### src/rtl/pulse_train_arbiter_if.sv
// Request fields and burst status shared between the two requesters and the pulse-train arbiter.
// Requesters drive req/high/low/cnt as levels; the arbiter returns one-cycle gnt/done pulses.
interface pulse_train_arbiter_if #(
    parameter int WIDTH_BITS = 4,
    parameter int COUNT_BITS = 4
);
    logic                  req0;
    logic [WIDTH_BITS-1:0] high0;
    logic [WIDTH_BITS-1:0] low0;
    logic [COUNT_BITS-1:0] cnt0;
    logic                  req1;
    logic [WIDTH_BITS-1:0] high1;
    logic [WIDTH_BITS-1:0] low1;
    logic [COUNT_BITS-1:0] cnt1;
    logic [1:0]            gnt;
    logic [1:0]            done;
    logic                  owner;
    logic                  busy;
    logic                  signal;

    modport master (
        output req0, high0, low0, cnt0,
        output req1, high1, low1, cnt1,
        input  gnt, done, owner, busy, signal
    );

    modport slave (
        input  req0, high0, low0, cnt0,
        input  req1, high1, low1, cnt1,
        output gnt, done, owner, busy, signal
    );
endinterface

### src/rtl/pulse_train_arbiter.sv
// Round-robin shares one registered pulse-train line between two requesters; signal rises on the grant edge.
// Requests are levels sampled only in IDLE; anything arriving mid-burst waits for the next IDLE cycle.
module pulse_train_arbiter #(
    parameter int WIDTH_BITS = 4,
    parameter int COUNT_BITS = 4
) (
    input  logic                  clock,
    input  logic                  reset,
    pulse_train_arbiter_if.slave  bus
);
    typedef enum logic [1:0] {IDLE, HIGH, LOW, DONE} state_t;

    state_t                state_q, state_d;
    logic [WIDTH_BITS-1:0] h_q, h_d, l_q, l_d, ph_q, ph_d;
    logic [COUNT_BITS-1:0] n_q, n_d, pc_q, pc_d;
    logic                  owner_q, owner_d, rr_last_q, rr_last_d;
    logic [1:0]            gnt_q, gnt_d, done_q, done_d;
    logic                  busy_q, busy_d, signal_q, signal_d;
    logic                  win;

    // A zero field still yields one cycle / one pulse.
    function automatic logic [WIDTH_BITS-1:0] nz_w(input logic [WIDTH_BITS-1:0] v);
        return (v == '0) ? WIDTH_BITS'(1) : v;
    endfunction

    function automatic logic [COUNT_BITS-1:0] nz_c(input logic [COUNT_BITS-1:0] v);
        return (v == '0) ? COUNT_BITS'(1) : v;
    endfunction

    assign win = (bus.req0 & bus.req1) ? ~rr_last_q : bus.req1;

    always_comb begin
        state_d   = state_q;
        h_d       = h_q;
        l_d       = l_q;
        n_d       = n_q;
        ph_d      = ph_q;
        pc_d      = pc_q;
        owner_d   = owner_q;
        rr_last_d = rr_last_q;
        gnt_d     = 2'b00;
        done_d    = 2'b00;
        busy_d    = busy_q;
        signal_d  = signal_q;
        case (state_q)
            IDLE: begin
                busy_d   = 1'b0;
                signal_d = 1'b0;
                if (bus.req0 | bus.req1) begin
                    h_d       = nz_w(win ? bus.high1 : bus.high0);
                    l_d       = nz_w(win ? bus.low1  : bus.low0);
                    n_d       = nz_c(win ? bus.cnt1  : bus.cnt0);
                    owner_d   = win;
                    rr_last_d = win;
                    gnt_d     = win ? 2'b10 : 2'b01;
                    busy_d    = 1'b1;
                    signal_d  = 1'b1;
                    ph_d      = WIDTH_BITS'(1);
                    pc_d      = COUNT_BITS'(1);
                    state_d   = HIGH;
                end
            end
            HIGH: begin
                // Counters run 1..limit so an all-ones field never wraps.
                if (ph_q == h_q) begin
                    state_d  = LOW;
                    signal_d = 1'b0;
                    ph_d     = WIDTH_BITS'(1);
                end else begin
                    ph_d = ph_q + 1'b1;
                end
            end
            LOW: begin
                if (ph_q == l_q) begin
                    ph_d = WIDTH_BITS'(1);
                    if (pc_q == n_q) begin
                        state_d = DONE;
                        done_d  = owner_q ? 2'b10 : 2'b01;
                    end else begin
                        pc_d     = pc_q + 1'b1;
                        state_d  = HIGH;
                        signal_d = 1'b1;
                    end
                end else begin
                    ph_d = ph_q + 1'b1;
                end
            end
            DONE: begin
                state_d  = IDLE;
                busy_d   = 1'b0;
                signal_d = 1'b0;
            end
            default: state_d = IDLE;
        endcase
    end

    always_ff @(posedge clock) begin
        if (reset) begin
            state_q   <= IDLE;
            h_q       <= WIDTH_BITS'(1);
            l_q       <= WIDTH_BITS'(1);
            n_q       <= COUNT_BITS'(1);
            ph_q      <= WIDTH_BITS'(1);
            pc_q      <= COUNT_BITS'(1);
            owner_q   <= 1'b0;
            rr_last_q <= 1'b1;
            gnt_q     <= 2'b00;
            done_q    <= 2'b00;
            busy_q    <= 1'b0;
            signal_q  <= 1'b0;
        end else begin
            state_q   <= state_d;
            h_q       <= h_d;
            l_q       <= l_d;
            n_q       <= n_d;
            ph_q      <= ph_d;
            pc_q      <= pc_d;
            owner_q   <= owner_d;
            rr_last_q <= rr_last_d;
            gnt_q     <= gnt_d;
            done_q    <= done_d;
            busy_q    <= busy_d;
            signal_q  <= signal_d;
        end
    end

    assign bus.gnt    = gnt_q;
    assign bus.done   = done_q;
    assign bus.owner  = owner_q;
    assign bus.busy   = busy_q;
    assign bus.signal = signal_q;
endmodule
### src/flat_wrapper.sv
// flat-port wrapper written by rule: the top's interface ports become plain ports
module pulse_train_arbiter_flat 
#(
    parameter int WIDTH_BITS = 4,
    parameter int COUNT_BITS = 4
)
  (clock, reset, bus_req0, bus_high0, bus_low0, bus_cnt0, bus_req1, bus_high1, bus_low1, bus_cnt1, bus_gnt, bus_done, bus_owner, bus_busy, bus_signal);
  pulse_train_arbiter_if #(.WIDTH_BITS(WIDTH_BITS), .COUNT_BITS(COUNT_BITS)) bus_i ();
  input  logic clock;
  input  logic reset;
  input wire logic [$bits(bus_i.req0)-1:0] bus_req0;
  input wire logic [$bits(bus_i.high0)-1:0] bus_high0;
  input wire logic [$bits(bus_i.low0)-1:0] bus_low0;
  input wire logic [$bits(bus_i.cnt0)-1:0] bus_cnt0;
  input wire logic [$bits(bus_i.req1)-1:0] bus_req1;
  input wire logic [$bits(bus_i.high1)-1:0] bus_high1;
  input wire logic [$bits(bus_i.low1)-1:0] bus_low1;
  input wire logic [$bits(bus_i.cnt1)-1:0] bus_cnt1;
  output wire logic [$bits(bus_i.gnt)-1:0] bus_gnt;
  output wire logic [$bits(bus_i.done)-1:0] bus_done;
  output wire logic [$bits(bus_i.owner)-1:0] bus_owner;
  output wire logic [$bits(bus_i.busy)-1:0] bus_busy;
  output wire logic [$bits(bus_i.signal)-1:0] bus_signal;
  assign bus_i.req0 = bus_req0;
  assign bus_i.high0 = bus_high0;
  assign bus_i.low0 = bus_low0;
  assign bus_i.cnt0 = bus_cnt0;
  assign bus_i.req1 = bus_req1;
  assign bus_i.high1 = bus_high1;
  assign bus_i.low1 = bus_low1;
  assign bus_i.cnt1 = bus_cnt1;
  assign bus_gnt = bus_i.gnt;
  assign bus_done = bus_i.done;
  assign bus_owner = bus_i.owner;
  assign bus_busy = bus_i.busy;
  assign bus_signal = bus_i.signal;
  pulse_train_arbiter #(.WIDTH_BITS(WIDTH_BITS), .COUNT_BITS(COUNT_BITS)) u_core (.clock(clock), .reset(reset), .bus(bus_i));
endmodule
### config.mk
export PLATFORM = sky130hd
export DESIGN_NAME = pulse_train_arbiter_flat
export DESIGN_NICKNAME = d
export VERILOG_FILES = /design/src/rtl/pulse_train_arbiter_if.sv /design/src/rtl/pulse_train_arbiter.sv /design/src/flat_wrapper.sv
export SDC_FILE = /design/constraint.sdc
export NUM_CORES = 1
export LEC_CHECK = 0
export CAP_MARGIN = 10
export CORE_MARGIN = 2
export CORE_UTILIZATION = 54
export DETAILED_ROUTE_END_ITERATION = 10
export PLACE_DENSITY = 0.91
export RECOVER_POWER = 50
export REMOVE_ABC_BUFFERS = 1
export SYNTH_ARGS = -nofsm -noshare
export SYNTH_HDL_FRONTEND = slang
export SYNTH_SLANG_ARGS = --single-unit
### constraint.sdc
create_clock -name clock -period 3.88 [get_ports clock]
set_input_delay 0.582 -clock clock [delete_from_list [all_inputs] [get_ports clock]]
set_output_delay 0.582 -clock clock [all_outputs]
set_load 0.01 [all_outputs]
# Word level (Yosys, flattened, before mapping)
# Cells that the tools add are included.
# W data, S select, Z words.
# totals
output_inout_bits,7
register_bits,30
elab_cells,73
# op_classes
muxes,27
n_bitwise,8
eq_ne,10
n_addsub,2
n_reduce_logical,14
# op_table
cell,count
$mux W4,11
$eq A4 B4 Y1,3
$logic_not A4 Y1,3
$mux W2,6
$pmux W4 S3,1
$add A4 B1 Y4 const B,2
$pmux W2 S4,1
$pmux W4 S2,1
$ne A2 B1 Y1 const B,3
$not A1 Y1,6
$reduce_and A3 Y1,2
$mux W1,5
$eq A2 B2 Y1 const B,2
$pmux W1 S4,1
$reduce_and A2 Y1,2
$reduce_and A4 Y1,1
$reduce_bool A2 Y1,2
$reduce_or A4 Y1,1
$reduce_bool A3 Y1,1
$reduce_or A3 Y1,1
$eq A2 B1 Y1 const B,1
$logic_not A2 Y1,1
$ne A2 B2 Y1 const B,1
$pmux W1 S2,1
2 further kinds,2

# Logic depth before layout (Yosys ltp)
# Gate-level depths: netlist (run 1).
# depth
ltp_word,5
depth_mapped,7

# Worst setup path after synthesis (run 1)
# No wires, ideal clock.
# synth_path
path_kind,flip-flop to flip-flop
start,register u_core.state_q[0]
end,register u_core.pc_q[2]
path_buffers,1
setup_time_ns,0.071
path_stages_with_launch,8
synth_period_minus_slack_ns,1.838
slack_ns,2.042
arrival_time_ns,1.767
path_cell_list,dfxtp_1 -> inv_1 -> ha_1 -> clkbuf_1 -> o2111ai_1 -> o211a_1 -> or4b_1 -> a21oi_1
# synth_via
elab_chain_len,3
elab_cells_between_ends,8
cone_classes,eq/ne (4); mux (1); reduce/logical (3)
# synth_rtl
element,line_no,rtl
"start, declared",pulse_train_arbiter.sv:13,"state_t state_q, state_d;"
"start signal, assigned",pulse_train_arbiter.sv:112,state_q <= state_d;
$eq A2 B2 Y1 or $logic_not A2 Y1 (tied branches),pulse_train_arbiter.sv:45,case (state_q)
$ne A2 B1 Y1 (no line) (tied with other cells),--,
$reduce_and A4 Y1 (no line),--,
"end signal, assigned",pulse_train_arbiter.sv:117,pc_q <= pc_d;
"end, declared",pulse_train_arbiter.sv:15,"logic [COUNT_BITS-1:0] n_q, n_d, pc_q, pc_d;"
# Parallel ways exist; a longest one is shown, timed or not.
# A chain may end at the register's enable or synchronous reset.

# Final worst setup path (run 1)
# layout_path
start,input port bus_req1
end,register u_core.n_q[3]
# layout_via
elab_chain_len,5
elab_cells_between_ends,7
cone_classes,mux (3); bitwise (2); reduce/logical (2)
# layout_rtl
element,line_no,rtl
"start, declared",flat_wrapper.sv:15,input wire logic [$bits(bus_i.req1)-1:0] bus_req1;
$and A1 B1 Y1,pulse_train_arbiter.sv:30,assign win = (bus.req0 & bus.req1) ? ~rr_last_q : bus.req1;
$mux W1,pulse_train_arbiter.sv:30,
$mux W4,pulse_train_arbiter.sv:52,n_d = nz_c(win ? bus.cnt1 : bus.cnt0);
$logic_not A4 Y1,pulse_train_arbiter.sv:27,return (v == '0) ? COUNT_BITS'(1) : v;
$mux W4,pulse_train_arbiter.sv:27,
"end signal, assigned",pulse_train_arbiter.sv:115,n_q <= n_d;
"end, declared",pulse_train_arbiter.sv:15,
# Parallel ways exist; a longest one is shown, timed or not.

==> metrics.txt, run 1 <==
layout cells sized above 1 5.68%; Clock Sinks 30; vias about 1600; Max VDD drop 0.290 mV; Seq/Total Area, Yosys around 36%; CTS tree done; DRC 0; CP Class input port to flip-flop; Die H 59.4 µm; final WL around 3600 µm; num rows 20; final setup vio count 0; I/O Buffers 34; Placer Congestion 0.810; crit path time final 2270 ps; vias per inst between 5 and 6; hold path depth 2; Detailed Route Iter0 Violations 55; Mapped Avg Cell Area 8.50 µm²; commonest non-fill, non-tap cells in the layout dfxtp_1 (30), nand2_1 (26), clkdlybuf4s50_1 (26); Seq pwr share 35.6%; critical path data required time 4120 ps; Final TNS setup 0 ps; asr flop ratio synth 0%; r2r setup slk approximately 1700 ps; Max H-tree Level 2; core area 2980 µm²; Leak between 0.8 and 0.9 nW; Clock Power Share between 10% and 20%; combinational share of power around 46%; status finished clean; Clock Skew about 12 ps; top cells by area, synth dfxtp_1 (36%), ha_1 (6.0%), nand2_1 (5.9%), nor2_1 (4.5%), a311oi_1 (3.2%); RSZ-0062 raised after global routing no; commonest non-fill, non-tap cell in the layout dfxtp_1; worst hold endpoint u_core.bus.signal; R2R cell count 5; Slew Viols, Final 0; HP Class flip-flop to flip-flop; Min-Delay Startpoint u_core.bus.signal; DP Worst Slack approximately 1400 ps; Post-CTS Setup Inserts 0; crit path DAT 2510 ps; Internal ~0.00079 W; grt total ovfl 0; largest net degree at the start of global routing 26; hpwl dp about 2700 µm; clock latency on the worst-skew pair 330 ps; initial antenna violation count 0; ANT cells 0; Hold Buf Count CTS 0; Sw Share 39.5%; area leader, netlist dfxtp_1; gr usage total a little under a quarter; Final nets 264; Pwr Total 0.00131 W; Initial DRT Pass Iterations 4; number of synthesized flops with an enable pin 0; first-pass GRT wire length 6190 µm; CTS Buffer Depth 2; io pins 35; FILL cells around 230; worst r2r dst u_core.n_q[3]; crit path capture type flip-flop; period utilisation layout ~58%; max cap viols 0; final worst slack between 1500 and 2000 ps; post-synthesis sequential element count 30; Primary FF master, synth dfxtp_1; clock-pin slew on the worst setup and hold paths 100 ps; vias in the first global route 1458; Die X 59.4 µm; Yosys warning count 0; Num CTS Buffers 5; distinct cell type count after synthesis 47; synthesized instance count 195; WL per Instance 13.8 µm; Psw 0.000517 W; DIE AREA 3530 µm²; Worst-Margin Slew 929 ps; reg2reg start u_core.state_q[0]; CTS root buffer clkbuf_4; post-route ant nets 0; CP Launch Type input port; final hold violation count 0; post-CTS sizing 0; top cell type's share of synthesized area 36.3%; initial core utilization 55.6%; Power Dens Cells 628 nW/µm²; worst-path maximum fanout 15; Area Overhead vs Synth 25.8%; headroom to the max-slew limit roughly 38%; max frequency 0.441 GHz; worst hold slack 478 ps; Post-Syn Area between 1500 and 2000 µm²
[flip-flops by register name, summed over array words and instances (netlist names)]
signal             flops
u_core.h_q             4
u_core.n_q             4
u_core.ph_q            4
u_core.bus.signal      1
u_core.bus.gnt         2
u_core.bus.busy        1
u_core.bus.owner       1
u_core.l_q             4
u_core.rr_last_q       1
u_core.state_q         2
u_core.bus.done        2
u_core.pc_q            4
[through the flow]
step                      std cells  utilization (%)  instance area (µm²)
after floorplan                 186                -                 1620
after global placement          254             67.5                 2010
after detailed placement        254             67.5                 2010
after CTS                       262             70.0                 2080
after global routing            262             70.0                 2080
final                           262             70.0                 2080
[logic make-up after synthesis]
family,Yosys count,share of synthesized area [%]
simple gates,78,23.3
compound gates,52,23.3
flops,30,36.3
buf+inv,15,3.55
xor+xnor,9,5.66
fa+ha+maj,8,6.04
mux,3,1.81
[Yosys cell counts, types with 3 or more instances]
| master | number |
|---|---|
| dfxtp_1 | 30 |
| nand2_1 | 26 |
| nor2_1 | 20 |
| a21oi_1 | 10 |
| nor3_1 | 10 |
| ha_1 | 8 |
| o21ai_0 | 8 |
| a311oi_1 | 6 |
| clkbuf_1 | 6 |
| inv_1 | 6 |
| xnor2_1 | 6 |
| nand2b_1 | 4 |
| o211a_1 | 4 |
| o221ai_1 | 4 |
| mux2i_1 | 3 |
| nor2b_1 | 3 |
| o22ai_1 | 3 |
[area by class of cell]
class	count	area, µm²	share of cell area [%]
clock inverters	1	30.0	1.44
well taps	33	41.3	1.98
multi-input cells	150	997	47.8
clock buffers	7	45.0	2.16
repair buffers	35	348	16.7
inverters	6	22.5	1.08
flip-flops and latches	30	601	28.8
[power groups by stage]
stage	clock network, W	logic (W)	registers (W)
final	0.000245	0.000599	0.000466
after global placement	0	0.000576	0.000471
after floorplan	0	0.000432	0.000463
after global routing	0.000260	0.000660	0.000476
after CTS	0.000250	0.000599	0.000466
after detailed placement	0	0.000597	0.000474
[critical path, cell delays in order]
cell and delay, ps:
dlygate4sd3_1 650, nor2_1 130, nor2b_1 740, nor2_1 130, a311oi_1 290
[metal layers]
metal,global-route usage [%],vias up,part of all wire (%)
li1,-,781,-
met1,28.7,708,45
met2,37.8,67,47
met3,5.90,5,6.7
met4,10.1,0,1.1
met5,0,-,0
[worst max-delay path by stage]
stage | from | to | slack [ps] | depth (start not counted)
floorplan | u_core.state_q[0] | u_core.pc_q[2] | 2120 | 6
global placement | bus_req0 | u_core.h_q[2] | 1560 | 5
detailed placement | bus_req1 | u_core.n_q[3] | 1380 | 5
CTS | u_core.state_q[0] | u_core.ph_q[2] | 1700 | 7
global route | bus_req1 | u_core.n_q[3] | 1440 | 5
finish | bus_req1 | u_core.n_q[3] | 1610 | 5
Note: power is estimated with default switching activity, not from simulation.
==> run 2, diff against run 1 <==
--- a/config.mk
+++ b/config.mk
@@ -7,9 +7,9 @@
 export LEC_CHECK = 0
 export CAP_MARGIN = 10
 export CORE_MARGIN = 2
-export CORE_UTILIZATION = 54
+export CORE_UTILIZATION = 50
 export DETAILED_ROUTE_END_ITERATION = 10
-export PLACE_DENSITY = 0.91
+export PLACE_DENSITY = 0.86
 export RECOVER_POWER = 50
 export REMOVE_ABC_BUFFERS = 1
 export SYNTH_ARGS = -nofsm -noshare
==> constraint.sdc (replaced) <==
create_clock -name clock -period 2.2 [get_ports clock]
set_input_delay 0.33 -clock clock [delete_from_list [all_inputs] [get_ports clock]]
set_output_delay 0.33 -clock clock [all_outputs]
set_load 0.01 [all_outputs]
==> run 2 against run 1 <==
  * Register-to-register slack got worse by 1300 ps
  * Sequential cell count did not move
  * Setup slack got worse by 1300 ps
  * Largest cell class unchanged
  * Critical path type is now flip-flop to flip-flop
  * Worst hold slack improved by 3.2 ps
==> metrics.txt, run 2 (synthesis results as in run 1) <==
DRC 0 (unchanged); initial antenna violation count 0 (unchanged); reg2reg start u_core.state_q[0]; Die H 61.6 µm (+3.7%); layout cells sized above 1 8.02% (+2.3 points); Min-Delay Startpoint u_core.bus.signal; Placer Congestion 0.798 (-1.5%); Power Dens Cells 1060 nW/µm² (+68%); Slew Viols, Final 0 (unchanged); crit path time final 1890 ps; initial core utilization 53.4% (-2.2 points); vias per inst 5.60 (-6.0%); worst hold slack 481 ps (+3.21 ps); WL per Instance 12.7 µm (-8.1%); headroom to the max-slew limit 64.9% (+27 points); CTS tree done; grt total ovfl 0 (unchanged); crit path DAT 2160 ps (-350 ps); post-CTS sizing 0 (unchanged); commonest non-fill, non-tap cell in the layout dfxtp_1; DIE AREA 3790 µm² (+7.5%); Num CTS Buffers 5 (unchanged); Post-CTS Setup Inserts 0 (unchanged); max cap viols 0 (unchanged); final WL 3570 µm (-1.5%); Hold Buf Count CTS 0 (unchanged); hpwl dp 2720 µm (+1.8%); post-route ant nets 0 (unchanged); HP Class flip-flop to flip-flop; CTS root buffer clkbuf_4; period utilisation layout 85.8%; io pins 35 (unchanged); Detailed Route Iter0 Violations 30 (-45%); worst r2r dst u_core.pc_q[2]; Pwr Total 0.00225 W (+72%); Final Util 68.7% (-1.3 points); largest net degree at the start of global routing 26 (unchanged); worst-path maximum fanout 5 (-10); max frequency 0.529 GHz; clock latency on the worst-skew pair 330 ps (about the same); Initial DRT Pass Iterations 4 (unchanged); Area Overhead vs Synth 28.7%; status finished clean; vias 1573 (+0.77%); Die X 61.6 µm (+3.7%); core area 3100 µm² (+4.2%); ANT cells 0 (unchanged); Clock Sinks 30 (unchanged); RSZ-0062 raised after global routing no; critical path data required time 2470 ps (-1650 ps); Final nets 272 (+3.0%); CP Launch Type flip-flop; num rows 20 (unchanged); Worst-Margin Slew 521 ps (-408 ps); CP Class flip-flop to flip-flop; final hold violation count 0 (unchanged); Final TNS setup 0 ps (unchanged); worst hold endpoint u_core.bus.signal; commonest non-fill, non-tap cells in the layout dfxtp_1 (30), clkdlybuf4s50_1 (28), nand2_1 (26); final worst slack 311 ps (-1300 ps); CTS Buffer Depth 2 (unchanged); gr usage total 21.9% (-1.3 points); DP Worst Slack 188 ps (-1190 ps); R2R cell count 6 (+1); first-pass GRT wire length 6180 µm (-0.23%); Max VDD drop 0.509 mV (+75%); I/O Buffers 34 (unchanged); Leak 0.881 nW (+2.4%); final setup vio count 0 (unchanged); Max H-tree Level 2 (unchanged); r2r setup slk 310 ps (-1350 ps); crit path capture type flip-flop; Clock Skew 6.12 ps (-5.41 ps); FILL cells 256 (+11%); vias in the first global route 1472 (+0.96%); hold path depth 2 (unchanged); clock-pin slew on the worst setup and hold paths 90 ps (about the same)
-- run 2: changes by cell type in the layout (fill, tap and decap cells not counted), sizes merged --
| cell | before | now |
|---|---|---|
| bufinv | 1 | 0 |
| clkinv | 0 | 1 |
| dlygate4sd3 | 8 | 6 |
| clkdlybuf4s50 | 26 | 28 |
| clkbuf | 7 | 10 |
| buf | 1 | 6 |
-- run 2: how the worst max path moves through the flow --
stage | from | to | slack [ps] | depth (start not counted)
2_1_floorplan | u_core.state_q[0] | u_core.pc_q[2] | 440 | 6
3_3_place_gp | bus_req1 | u_core.ph_q[2] | 220 | 6
3_5_place_dp | bus_req1 | u_core.ph_q[2] | 190 | 6
4_1_cts | u_core.state_q[0] | u_core.pc_q[2] | 330 | 6
5_1_grt | u_core.state_q[0] | u_core.ph_q[2] | 210 | 7
6_report | u_core.state_q[0] | u_core.pc_q[2] | 310 | 6
-- run 2: where the power goes --
| group | switching [W] | leakage [nW] | total, W | internal [W] |
|---|---|---|---|---|
| logic | 0.000585 | 0.599 | 0.00109 | 0.000505 |
| clock network | 0.000185 | 0.0353 | 0.000339 | 0.000155 |
| registers | 0.000139 | 0.247 | 0.000826 | 0.000687 |
-- run 2: metrics by stage --
stage,std cells,instance area (µm²)
finish,281,2130
global route,281,2130
CTS,281,2140
detailed placement,273,2080
global placement,273,2080
floorplan,186,1620
-- run 2: layout make-up --
cell class / instances / area [µm²] / area share (%)
flip-flops and latches: 30 / 601 / 28.2
clock buffers: 7 / 55.1 / 2.58
clock inverters: 1 / 5.00 / 0.235
repair buffers: 43 / 397 / 18.6
well taps: 44 / 55.1 / 2.58
multi-input cells: 150 / 997 / 46.8
inverters: 6 / 22.5 / 1.06
-- run 2: per-layer routing --
layer | global-route usage (%) | routed length [µm] | part of all wire (%) | vias up
met3 | 6.30 | 153 | 4.3 | 7
met4 | 9.12 | 70 | 2.0 | 0
li1 | - | - | - | 794
met2 | 33.5 | 1610 | 45 | 45
met1 | 28.9 | 1740 | 49 | 727
met5 | 0 | 0 | 0 | -
-- run 2: critical path: stages, from the launching register on --
cell and delay [ps]:
dfxtp_1 400, inv_1 120, ha_1 290, o2111ai_1 180, o211a_1 260, or4b_1 440, a21oi_1 140
==> variant 1 (config.mk and constraints of run 2) <==
Re-encode `state_t` (4 states) as one-hot, 4 bits wide.
--- a/src/rtl/pulse_train_arbiter.sv
+++ b/src/rtl/pulse_train_arbiter.sv
@@ -10,3 +10,3 @@
 );
-    typedef enum logic [1:0] {IDLE, HIGH, LOW, DONE} state_t;
+    typedef enum logic [3:0] {IDLE = 4'b0001, HIGH = 4'b0010, LOW = 4'b0100, DONE = 4'b1000} state_t;
 
Behaviour: same outputs for any inputs over 10 cycles, from zero or initial values and one cycle with reset high; not proved beyond that.
==> variant 1 against run 2 <==
Routed wire length is 1.7% higher; hold slack about the same; sequential cell count increased by 2; cell count decreased by 3.9%; total power grew 4.5%; worst setup slack got worse by 0.14 ns; synthesized area increased by 6.9%; sequential share of layout area is 0.63 points higher; global-route usage decreased by 1.3 points; design area increased by 4.5%.
==> variant 1: results (changes against run 2) <==
Wire length of the first global-routing pass: 6.548 mm (+6.0%)
Delay of the slowest cell on the worst path: 0.52 ns (+0.08 ns)
Via count of the first global-routing pass: 1399 (-5.0%)
Leak: 0.8559 nW (-2.8%)
Net switching share of the total power: 40.65% (+0.37 points)
FF-to-FF setup slack: 0.17 ns (-0.14 ns)
Multi-input gate share of the layout cell area: 46.21% (-0.56 points)
Minimum hold slack: 0.4814 ns (+0.0003390 ns)
Fin Clk Skew: 0.005131 ns (-0.0009859 ns)
Period utilisation layout: 92.32% (+6.5 points)
Number of clock buffer instances in the layout: 8 (+1)
Final net count: 253 (-7.0%)
Wire length the detailed router placed on met1: 1.599 mm (-7.9%)
Leading cell types by total area after synthesis: sky130_fd_sc_hd__dfxtp_1 36%, sky130_fd_sc_hd__mux2i_1 6.8%, sky130_fd_sc_hd__a211oi_1 3.8%
Flip-flop and latch share of the layout cell area: 28.80% (+0.63 points)
Slew at the pin closest to its max-slew limit: 0.7819 ns (+0.2609 ns)
Met3 WL post-DR: 173 µm (+13%)
Largest net degree at the start of global routing: 21 (-19%)
Fillers: 306 (+20%)
Worst min-delay path startpoint: u_core.bus.owner$_SDFFE_PP0P_
Violation count after the first detailed-route iteration: 89 (+200%)
Area share of buffers outside the clock network: 19.43% (+0.82 points)
Number of sequential cells: 32 (+6.7%)
GR Util met1: 26.00% (-2.9 points)
WHS Path Cells: 1 (-1)
Wire length on met2: 1.797 mm (+12%)
Post-synth cell types: 48 (+2.1%)
Max rail drop VDD: 0.5209 mV (+2.4%)
Reg-to-Reg Start: u_core.ph_q[2]$_SDFFE_PP0P_
Result of the run: completed
Number of instances in the placed design: 259 (-5.1%)
Met3 routing resource usage after global routing: 4.464% (-1.8 points)
Routability-driven placement congestion ratio: 0.9093 (+14%)
Synth-to-layout area growth: 25.78%
Proportion of cell area spent on the clock network: 2.639% (-0.18 points)
Non-clock inverter instance count of the final layout: 2 (-4)
## variant 1: cell count changes in the layout (fill, tap and decap cells not counted), moves of 4 or more
cell and delta:
sky130_fd_sc_hd__o221ai_1 -4, sky130_fd_sc_hd__xor2_1 +6, sky130_fd_sc_hd__nand2_1 -13, sky130_fd_sc_hd__nor3_1 -7
sky130_fd_sc_hd__ha_1 -6, sky130_fd_sc_hd__o21ai_0 -4, sky130_fd_sc_hd__o31ai_1 +6, sky130_fd_sc_hd__o211ai_1 +4
sky130_fd_sc_hd__nand3_1 +7, sky130_fd_sc_hd__mux2i_1 +9, sky130_fd_sc_hd__inv_1 -4, sky130_fd_sc_hd__a211oi_1 +9
## variant 1: how the worst max path moves through the flow
| stage | start | endpoint |
|---|---|---|
| finish | u_core.ph_q[2]$_SDFFE_PP0P_ | u_core.pc_q[2]$_SDFFE_PP0P_ |
| global route | u_core.ph_q[1]$_SDFFE_PP0P_ | u_core.pc_q[2]$_SDFFE_PP0P_ |
| CTS | u_core.ph_q[0]$_SDFFE_PP1P_ | u_core.pc_q[2]$_SDFFE_PP0P_ |
| detailed placement | u_core.ph_q[0]$_SDFFE_PP1P_ | u_core.pc_q[2]$_SDFFE_PP0P_ |
| global placement | u_core.ph_q[0]$_SDFFE_PP1P_ | u_core.pc_q[2]$_SDFFE_PP0P_ |
| floorplan | bus_req1 | u_core.h_q[0]$_SDFFE_PP1P_ |
## variant 1: cells by family (layout without fill, tap and decap cells)
logic type,after synthesis,after routing,synth area share [%]
compound gates,51,51,22.39
simple gates,61,61,20.55
mux,12,12,6.780
buf+inv,14,53,5.438
xor+xnor,13,13,7.274
fa+ha+maj,2,2,1.412
flops,32,32,36.16
==> variant 2 (flow settings as in run 2) <==
Made on the original files. `WIDTH_BITS` is set to 4 in 3 places; all go to 5.
--- a/src/rtl/pulse_train_arbiter_if.sv
+++ b/src/rtl/pulse_train_arbiter_if.sv
@@ -3,3 +3,3 @@
 interface pulse_train_arbiter_if #(
-    parameter int WIDTH_BITS = 4,
+    parameter int WIDTH_BITS = 5,
     parameter int COUNT_BITS = 4
--- a/src/rtl/pulse_train_arbiter.sv
+++ b/src/rtl/pulse_train_arbiter.sv
@@ -3,3 +3,3 @@
 module pulse_train_arbiter #(
-    parameter int WIDTH_BITS = 4,
+    parameter int WIDTH_BITS = 5,
     parameter int COUNT_BITS = 4
--- a/src/flat_wrapper.sv
+++ b/src/flat_wrapper.sv
@@ -3,3 +3,3 @@
 #(
-    parameter int WIDTH_BITS = 4,
+    parameter int WIDTH_BITS = 5,
     parameter int COUNT_BITS = 4
Interface: changed (resized bus_high0, bus_high1, bus_low0 and bus_low1); port bits go from 35 to 39. No check against the original RTL was run, so the function may have changed too.
==> variant 2 against run 2 <==
Die area grew 6.6%; total power up 4.2%; routed wire length grew 3.3%; sequential cell count rose by 3; critical endpoint is now u_core.state_q[1]$_SDFFE_PP0P_; critical path type unchanged; clock skew rose by 0.0036 ns; worst setup slack got worse by 0.017 ns; critical path depth up 1; design area up 5.5%; largest power group unchanged; synthesized area up 7.1%; global-route usage is 2.2 points lower.
==> variant 2: results (changes against run 2) <==
Met3 routing resource usage after global routing: 5.179% (-1.1 points)
Placement Cell Area: 2192 µm² (+5.2%)
Worst Path Max Fanout: 7 (+2)
Met2 demand-to-capacity share in global routing: 30.39% (-3.1 points)
Leading cell types by total area after synthesis: sky130_fd_sc_hd__dfxtp_1 37%, sky130_fd_sc_hd__mux2i_1 6.8%, sky130_fd_sc_hd__ha_1 4.9%
Fin Clk Skew: 0.009750 ns (+0.003633 ns)
Leak: 0.8990 nW (+2.1%)
Terminating pin of the worst hold path: u_core.pc_q[3]$_SDFFE_PP0P_
Fillers: 295 (+15%)
DP Wirelength: 2.879 mm (+6.0%)
Largest net degree at the start of global routing: 21 (-19%)
Via density per instance: 5.427 (-3.1%)
FF-to-FF setup slack: 0.29 ns (-0.02 ns)
Synth cell count leaders: 33 x sky130_fd_sc_hd__dfxtp_1, 23 x sky130_fd_sc_hd__nand2_1, 22 x sky130_fd_sc_hd__nor2_1
Post-synth cell types: 43 (-8.5%)
Worst min-delay path startpoint: u_core.pc_q[3]$_SDFFE_PP0P_
Worst slack at placement: 0.2268 ns (+0.03876 ns)
Wire length of the first global-routing pass: 6.327 mm (+2.5%)
Final net count: 285 (+4.8%)
Fraction of synthesized cell area in xor and xnor cells: 7.828% (+2.2 points)
Wire length reported by the detailed router: 3.686 mm (+3.3%)
Number of post-CTS setup repair buffers: 0 (unchanged)
Routability-driven placement congestion ratio: 0.8466 (+6.1%)
Slew at the pin closest to its max-slew limit: 0.4117 ns (-0.1093 ns)
Synthesized-area fraction occupied by adder cells: 4.937% (-1.1 points)
Total Routing Usage GR: 19.74% (-2.2 points)
Slowest cell on the critical path: sky130_fd_sc_hd__dfxtp_1
Endpoint of the lowest-slack register-to-register path: u_core.state_q[1]$_SDFFE_PP0P_
Via count of the first global-routing pass: 1461 (-0.75%)
Minimum hold slack: 0.4973 ns (+0.01621 ns)
Wire length on met2: 1.694 mm (+5.5%)
Mux cell area share after synthesis: 6.770% (+5.0 points)
Total of buffers placed on input and output ports: 38 (+12%)
Violation count after the first detailed-route iteration: 60 (+100%)
Wire length the detailed router placed on met1: 1.733 mm (-0.23%)
Non-filler instance count after layout: 293 (+4.3%)
Compound-cell area share of the yosys netlist: 15.30% (-8.0 points)
Result of the run: completed
GR Util met1: 25.89% (-3.1 points)
Met3 WL post-DR: 178 µm (+16%)
Logic depth of the worst register-to-register path: 7 (+1)
Net switching share of the total power: 39.33% (-0.95 points)
Sequential cell area fraction in the yosys report: 37.24% (+0.98 points)
variant 2: cell count changes after synthesis, sizes merged, moves of 5 or more:
cell / delta
a211oi: +11
mux2i: +9
a311oi: -5
nand3: +7
variant 2: worst max-delay path by stage:
stage | end | depth (start not counted) | slack, ns | startpoint
final | u_core.state_q[1]$_SDFFE_PP0P_ | 7 | 0.29 | u_core.state_q[0]$_SDFFE_PP0P_
after global routing | u_core.state_q[1]$_SDFFE_PP0P_ | 7 | 0.11 | u_core.state_q[0]$_SDFFE_PP0P_
after CTS | u_core.pc_q[3]$_SDFFE_PP0P_ | 7 | 0.32 | u_core.state_q[0]$_SDFFE_PP0P_
after detailed placement | u_core.pc_q[3]$_SDFFE_PP0P_ | 7 | 0.23 | bus_req0
after global placement | u_core.pc_q[3]$_SDFFE_PP0P_ | 7 | 0.29 | bus_req0
after floorplan | u_core.h_q[1]$_SDFFE_PP0P_ | 3 | -0.32 | bus_req1
variant 2: layout make-up:
cell class / instances / area [µm²] / area share [%]
clock buffers: 7 / 65.06 / 2.892
clock inverters: 1 / 5.005 / 0.2225
inverters: 5 / 18.77 / 0.8343
multi-input cells: 157 / 1027 / 45.66
flip-flops and latches: 33 / 660.6 / 29.37
well taps: 46 / 57.56 / 2.558
repair buffers: 44 / 415.4 / 18.46
variant 2: power groups by stage:
stage / clock network [W] / registers, W / logic, W
5_1_grt: 0.000417 / 0.000929 / 0.00119
6_report: 0.000386 / 0.000910 / 0.00105
3_3_place_gp: 0 / 0.000922 / 0.00106
4_1_cts: 0.000391 / 0.000910 / 0.00109
3_5_place_dp: 0 / 0.000922 / 0.00109
2_1_floorplan: 0 / 0.000900 / 0.000765
